**src/rtl/noc_traffic_gen.sv**
```systemverilog
// Multi-channel valid/ready packet source with LFSR, incrementing or fixed data,
// programmable inter-packet gap, packet count and busy/done status.
module noc_traffic_gen #(
    parameter int                WIDTH   = 11,
    parameter int                NUM_CH  = 2,
    parameter logic [15:0]       SEED    = 16'hACE1,
    parameter logic [WIDTH-1:0]  PATTERN = 11'h2AA
) (
    input  logic                    clk,
    input  logic                    reset,
    input  logic                    start,
    input  logic [1:0]              mode,
    input  logic [7:0]              gap,
    input  logic [15:0]             count,
    output logic [NUM_CH-1:0]       out_valid,
    input  logic [NUM_CH-1:0]       out_ready,
    output logic [NUM_CH*WIDTH-1:0] out_data,
    output logic                    busy,
    output logic                    done
);

    typedef enum logic [1:0] {
        S_IDLE,
        S_SEND,
        S_GAP,
        S_DONE
    } state_t;

    logic [1:0]        r_mode;
    logic [7:0]        r_gap;
    logic [15:0]       r_count;
    logic              r_done;
    logic              w_start_ok;
    logic [NUM_CH-1:0] w_active;
    logic [NUM_CH-1:0] w_is_done;

    assign busy       = |w_active;
    assign done       = r_done;
    assign w_start_ok = start && !busy;

    // Configuration is captured only on an accepted start.
    always_ff @(posedge clk or posedge reset) begin
        if (reset) begin
            r_mode  <= 2'd0;
            r_gap   <= 8'd0;
            r_count <= 16'd0;
        end else if (w_start_ok) begin
            r_mode  <= mode;
            r_gap   <= gap;
            r_count <= count;
        end
    end

    always_ff @(posedge clk or posedge reset) begin
        if (reset) begin
            r_done <= 1'b0;
        end else if (w_start_ok) begin
            r_done <= 1'b0;
        end else if ((&w_is_done) && (r_count != 16'd0)) begin
            r_done <= 1'b1;
        end
    end

    for (genvar c = 0; c < NUM_CH; c++) begin : g_ch
        localparam logic [15:0] SEED_X = SEED ^ 16'(c);
        localparam logic [15:0] SEED_C = (SEED_X == 16'd0) ? 16'd1 : SEED_X;

        state_t           r_state;
        state_t           w_state_nxt;
        logic [15:0]      r_lfsr;
        logic [15:0]      w_lfsr_nxt;
        logic [15:0]      r_sent;
        logic [15:0]      w_sent_inc;
        logic [WIDTH-1:0] r_seq;
        logic [WIDTH-1:0] w_value;
        logic [7:0]       r_gap_cnt;
        logic             w_hs;

        assign w_hs       = (r_state == S_SEND) && out_ready[c];
        assign w_sent_inc = r_sent + 16'd1;
        assign w_lfsr_nxt = r_lfsr[0] ? ((r_lfsr >> 1) ^ 16'hB400) : (r_lfsr >> 1);

        always_comb begin
            w_state_nxt = r_state;
            if (w_start_ok) begin
                w_state_nxt = S_SEND;
            end else begin
                case (r_state)
                    S_SEND: begin
                        if (w_hs) begin
                            if ((r_count != 16'd0) && (w_sent_inc == r_count)) begin
                                w_state_nxt = S_DONE;
                            end else if (r_gap != 8'd0) begin
                                w_state_nxt = S_GAP;
                            end
                        end
                    end
                    S_GAP: begin
                        // Counter is loaded with gap on entry, so leaving at 1 gives exactly gap idle cycles.
                        if (r_gap_cnt <= 8'd1) begin
                            w_state_nxt = S_SEND;
                        end
                    end
                    default: w_state_nxt = r_state;
                endcase
            end
        end

        always_ff @(posedge clk or posedge reset) begin
            if (reset) begin
                r_state   <= S_IDLE;
                r_lfsr    <= SEED_C;
                r_sent    <= 16'd0;
                r_seq     <= '0;
                r_gap_cnt <= 8'd0;
            end else begin
                r_state <= w_state_nxt;
                if (w_start_ok) begin
                    r_sent <= 16'd0;
                    r_seq  <= '0;
                end else if (w_hs) begin
                    r_sent    <= w_sent_inc;
                    r_seq     <= r_seq + 1'b1;
                    r_lfsr    <= w_lfsr_nxt;
                    r_gap_cnt <= r_gap;
                end else if (r_state == S_GAP) begin
                    r_gap_cnt <= r_gap_cnt - 8'd1;
                end
            end
        end

        always_comb begin
            case (r_mode)
                2'd1:    w_value = r_seq;
                2'd2:    w_value = PATTERN;
                default: w_value = r_lfsr[WIDTH-1:0];
            endcase
        end

        // Data is gated by valid so the bus reads zero whenever no packet is offered.
        assign out_valid[c]                 = (r_state == S_SEND);
        assign out_data[c*WIDTH +: WIDTH]   = out_valid[c] ? w_value : '0;
        assign w_active[c]                  = (r_state == S_SEND) || (r_state == S_GAP);
        assign w_is_done[c]                 = (r_state == S_DONE);
    end

endmodule
```
**config.mk**
```make
export PLATFORM = sky130hd
export DESIGN_NAME = noc_traffic_gen
export DESIGN_NICKNAME = d
export VERILOG_FILES = /design/src/rtl/noc_traffic_gen.sv
export SDC_FILE = /design/constraint.sdc
export NUM_CORES = 1
export LEC_CHECK = 0
export CORE_MARGIN = 2
export CORE_UTILIZATION = 55
export DETAILED_ROUTE_END_ITERATION = 8
export PLACE_DENSITY = 0.76
export SYNTH_ARGS = -nofsm -noshare
export SYNTH_HDL_FRONTEND = slang
export SYNTH_SLANG_ARGS = --single-unit
```
**constraint.sdc**
```tcl
create_clock -name clk -period 4.7 [get_ports clk]
set_input_delay 0.705 -clock clk [delete_from_list [all_inputs] [get_ports clk]]
set_output_delay 0.705 -clock clk [all_outputs]
set_load 0.02 [all_outputs]
```
==> flow_summary.ini, run 1 <==
[timing]
finalSetupViolations = 0
max_freq_ghz = 0.2813
tightest_slew_ns = 1.295
rsz0062_at_grt = false
tns_ns = 0
timing.final.crit_share_pct = 75.65
fin_crit_ns = 3.555
slew_headroom_pct = 13.35
fin_skew_ns = 0.005780
holdWs_ns = 0.5106
hold_viol = 0
worst_slack_ns = 1.145
slew_viol_final = 0

[synth]
syn_area_per_cell_um2 = 8.913
synthFlopType = dfrtp_1
synthArstFlopShare_pct = 100.0
yosysWarnings = 0
synth_cell_types = 62
synth_nets = 887
synth_enable_flop_cells = 0
ys_seq_area_share_pct = 44.70
ys_seq_elements = 133
syn_area_mm2 = 0.007487
syn_inst = 840

[outcome]
status = completed

[detailed_routing]
wire_per_inst_um = 16.99
wl_um = 18100
vias = 6331
dr.pass1.iters = 4
highest_layer = met4
wl_met2_um = 8791
first_iter_violations = 521
route.met3.wl_um = 984
route.layer.met1.wl_um = 7978
drc = 0
ant_nets = 0
avgViaCountPerCell = 5.945

[clock_tree]
path_clk_slew_ns = 0.06
clkSinkCount = 133
cts_buffer_depth = 2
clock_latency_ns = 0.42
cts_resized = 0
post_cts_buffers = 0
numCtsBuffers = 17
cts.htree.levels = 4
cts_tree = built
clock-root-buffer = clkbuf_16
holdBufCountCts = 0

[placement]
gp_congestion = 0.9058
dp_hpwl_um = 12190
dpl.cell_count = 1033
placed_cell_area_mm2 = 0.008100
post-place-ws_ns = 1.477
portBuffers = 56

[power]
finalPower_mw = 5.671
cellPowerDensity_mw_per_mm2 = 647.7
ir_drop_v = 0.0004457
swShare_pct = 40.18
p_clk_share_pct = 25.9
p_leak_nw = 3.668
p_comb_share_pct = 39.4
cell_internal_pwr_mw = 3.392
p_seq_share_pct = 34.7
p_sw_mw = 2.278

[worst_setup_path]
slowest_stage = clkdlybuf4s50_1
cp-end-kind = primary output
r2r_slack_ns = 1.75
crit_fanout = 20
arrival_ns = 2.85
cp_common_cell = inv_1
required_ns = 3.99
cp_cell_sequence = inv_1 -> ha_1 -> inv_1 -> o21ai_0 -> a21oi_1 -> clkdlybuf4s50_1
crit_path_max_incr_delay_ns = 0.63
critPathKind = flop to primary output
start_kind = flop

[grt]
grt_max_degree = 90
antenna_found_initial = 0
grt_pass1_wl_um = 30300
grt_pass1_vias = 6194
gr-total-overflow = 0
grt_use_total_pct = 26.17

[floorplan]
io_pins = 57
die_h_um = 120.7
die-area_mm2 = 0.01456
row_count = 42
coreArea_mm2 = 0.01324
die_w_um = 120.7
start_util_pct = 56.54

[layout]
n_fill_cell = 1084
layout.nets = 923
final_cells = 1065
area_growth_pct = 16.93
drive_gt1_share_pct = 10.12
antennaDiodeCount = 0
fin_area_mm2 = 0.008755
final_util_pct = 66.11

[worst_hold_path]
min_path_type = flop to flop

[job]
maxCapViolCount = 0
-- cell usage after synthesis, drive strengths merged, types with 14 or more instances --
master	instances	area, um2
nand3	34	170.2
ha	16	200.2
nand2	143	536.8
nor2	84	317.8
dfstp	15	394.1
clkbuf	30	132.6
nor3	14	70.07
dfrtp	118	2953
a21oi	60	300.3
xor2	40	350.3
nand4	20	125.1
or3	15	98.84
o21ai	48	240.2
mux2	27	307.8
inv	20	75.07
buf	15	87.58
xnor2	45	394.1
-- path summary, 6_finish.rpt --
check	startpoint	to	depth (start not counted)
setup / recovery	r_mode[0]$_DFFE_PP0P_	out_data[9]	6
hold / removal	g_ch[0].r_lfsr[12]$_DFFE_PP0P_	g_ch[0].r_lfsr[11]$_DFFE_PP1P_	1
setup reg to reg	g_ch[1].r_sent[0]$_DFFE_PP0P_	g_ch[1].r_state[1]$_DFFE_PP0P_	8
hold reg to reg	g_ch[0].r_lfsr[12]$_DFFE_PP0P_	g_ch[0].r_lfsr[11]$_DFFE_PP1P_	1
max in group asynchronous	reset	r_count[8]$_DFFE_PP0P_	3
min in group asynchronous	reset	g_ch[1].r_lfsr[14]$_DFFE_PP0P_	2
-- area by class of cell --
type	instances	area [um2]	area share (%)
well taps	176	220.2	2.515
multi-input cells	641	3846	43.93
repair buffers	62	605.6	6.917
clock inverters	15	229.0	2.615
clock buffers	17	425.4	4.859
inverters	21	81.33	0.9290
flip-flops and latches	133	3347	38.23
-- power groups by stage --
stage	Combinational (mW)	Sequential, mW	Clock, mW
global route	2.48	2.02	1.54
CTS	2.23	1.96	1.48
floorplan	1.70	1.80	0
detailed placement	2.20	1.97	0
finish	2.23	1.97	1.47
global placement	2.11	1.95	0
-- metal layers --
layer  GRT usage, %  up-vias
met2          42.69      209
met5              0        -
met1          34.82     3102
met4          8.212        0
met3          5.943       35
li1               -     2985
-- logic make-up (layout without fill, tap and decap cells) --
kind of cell / after synthesis / after routing / synth area share [%]
AO/OA/AOI/OAI: 153 / 153 / 12.00
XOR/XNOR: 85 / 85 / 9.943
adder cells (fa/ha/maj): 16 / 16 / 2.674
buffers and inverters: 66 / 115 / 3.994
flip-flops: 133 / 133 / 44.70
multiplexers: 28 / 28 / 4.245
AND/OR/NAND/NOR: 359 / 359 / 22.44
-- cell usage in the layout, fill, tap and decap left out, types with 15 or more instances in the layout --
cell type        netlist  routed
nand2_1              143     143
dfrtp_1              118     118
nor2_1                83      83
a21oi_1               60      60
clkdlybuf4s50_1        0      56
o21ai_0               47      47
xnor2_1               45      45
xor2_1                40      40
nand3_1               34      34
mux2_2                26      26
nand4_1               20      20
inv_1                 20      19
clkbuf_16              0      17
ha_1                  16      16
dfstp_2               15      15
-- worst max-delay path: cells and delay by family (launching register included) --
family / cells / cell delay [ns]
buffers and inverters: 3 / 1.20
adders and majority gates: 1 / 0.50
DFF: 1 / 0.36
AOI/OAI and AO/OA: 2 / 0.36
-- flip-flops by register name, indices dropped and copies added, names as in the netlist, 2 cells and up --
signal,flops
g_ch.r_gap_cnt,16
g_ch.r_lfsr,32
g_ch.r_sent,32
g_ch.r_seq,22
g_ch.r_state,4
r_count,16
r_gap,8
r_mode,2
(Power assumes the default switching activity.)
==> run 2, diff against run 1 <==
==> constraint.sdc (replaced) <==
create_clock -name clk -period 3.46 [get_ports clk]
set_input_delay 0.519 -clock clk [delete_from_list [all_inputs] [get_ports clk]]
set_output_delay 0.519 -clock clk [all_outputs]
set_load 0.02 [all_outputs]
==> flow_summary.ini, run 2 (same netlist as run 1, synthesis figures left out) <==
[clock_tree]
path_clk_slew_ns = 0.06
cts.htree.levels = 4
clock_latency_ns = 0.42
clock-root-buffer = clkbuf_16
cts_buffer_depth = 2
clkSinkCount = 133
cts_resized = 0
holdBufCountCts = 0
cts_tree = built
post_cts_buffers = 0
numCtsBuffers = 17

[timing]
rsz0062_at_grt = false
tightest_slew_ns = 0.7632
slew_headroom_pct = 48.93
finalSetupViolations = 0
fin_skew_ns = 0.009373
timing.final.crit_share_pct = 91.32
hold_viol = 0
tns_ns = 0
fin_crit_ns = 3.160
max_freq_ghz = 0.3165
slew_viol_final = 0

[placement]
dpl.cell_count = 1040
dp_hpwl_um = 12500
portBuffers = 56
placed_cell_area_mm2 = 0.008179
gp_congestion = 0.8884

[layout]
final_util_pct = 65.69
final_common_cell = nand2_1
layout.nets = 930
antennaDiodeCount = 0
seqCellArea_mm2 = 0.003347
largest_registers = g_ch.r_lfsr (32), g_ch.r_sent (32), g_ch.r_seq (22)
layout_common_cells = nand2_1, dfrtp_1, nor2_1, a21oi_1, clkdlybuf4s50_1
final_cells = 1072
drive_gt1_share_pct = 10.04
n_fill_cell = 1079
area_growth_pct = 16.19
fin_area_mm2 = 0.008700
multiInputGateArea_mm2 = 0.003846

[grt]
gr-total-overflow = 0
grt_use_total_pct = 26.07
grt_max_degree = 77
grt_pass1_wl_um = 30170
antenna_found_initial = 0
grt_pass1_vias = 6173

[worst_setup_path]
arrival_ns = 2.64
crit_fanout = 20
start_kind = flop
reg2reg_depth = 8
critPathKind = flop to primary output
cp-end-kind = primary output
required_ns = 2.94

[detailed_routing]
first_iter_violations = 493
avgViaCountPerCell = 5.850
dr.pass1.iters = 5
vias = 6271
wire_per_inst_um = 16.84
wl_um = 18050
drc = 0
ant_nets = 0

[power]
finalPower_mw = 7.369
cellPowerDensity_mw_per_mm2 = 847.1
ir_drop_v = 0.0009143
p_leak_nw = 3.656

[floorplan]
row_count = 42
die_h_um = 120.7
die-area_mm2 = 0.01456
start_util_pct = 56.54
coreArea_mm2 = 0.01324
die_w_um = 120.7
io_pins = 57

[worst_hold_path]
min_path_type = input pin to async pin

[outcome]
status = completed

[job]
maxCapViolCount = 0
run 2: worst paths after layout:
| kind | from | to | slack (ns) |
|---|---|---|---|
| max in group asynchronous | reset | r_count[13]$_DFFE_PP0P_ | 2.13 |
| worst max register to register | g_ch[1].r_sent[0]$_DFFE_PP0P_ | g_ch[1].r_state[1]$_DFFE_PP0P_ | 0.55 |
| worst min-delay path | reset | g_ch[1].r_gap_cnt[3]$_DFFE_PP0P_ | 0.43 |
| min in group clk | g_ch[1].r_lfsr[13]$_DFFE_PP1P_ | g_ch[1].r_lfsr[13]$_DFFE_PP1P_ | 0.51 |
| worst max-delay path | r_mode[0]$_DFFE_PP0P_ | out_data[12] | 0.30 |
| worst min register to register | g_ch[1].r_lfsr[13]$_DFFE_PP1P_ | g_ch[1].r_lfsr[13]$_DFFE_PP1P_ | 0.51 |
run 2: cell type report:
| type | instances | share of cell area (%) |
|---|---|---|
| clock buffer | 27 | 5.667 |
| clock inverter | 5 | 0.3164 |
| inverter | 21 | 0.9492 |
| multi-input combinational | 641 | 44.21 |
| sequential | 133 | 38.47 |
| tap | 176 | 2.531 |
| timing repair buffer | 69 | 7.853 |
run 2: power breakdown:
group | leakage (nW) | internal, mW | total [mW] | switching [mW]
sequential | 1.70 | 2.09 | 2.66 | 0.564
combinational | 1.70 | 1.30 | 3.11 | 1.81
clock | 0.255 | 0.967 | 1.60 | 0.637
total | 3.66 | 4.35 | 7.37 | 3.02
run 2: layer usage:
metal	wire length [um]	global-route usage [%]
met1	8026	34.42
met2	8846	43.26
met3	903	5.613
met4	276	7.776
met5	0	0
run 2: worst max-delay path: stages, from the launching register on:
cell,delay [ns]
dfrtp_1,0.35
inv_1,0.06
ha_1,0.33
inv_1,0.40
o21ai_0,0.23
a21oi_1,0.22
clkdlybuf4s50_1,0.64
run 2: through the flow:
stage                     setup WS [ns]  hold WS [ns]
after floorplan                  0.7651        0.4719
after global placement           0.6095        0.4917
after detailed placement         0.5606        0.5009
after CTS                        0.3060        0.4342
after global routing             0.1808        0.4566
final                            0.3002        0.4344
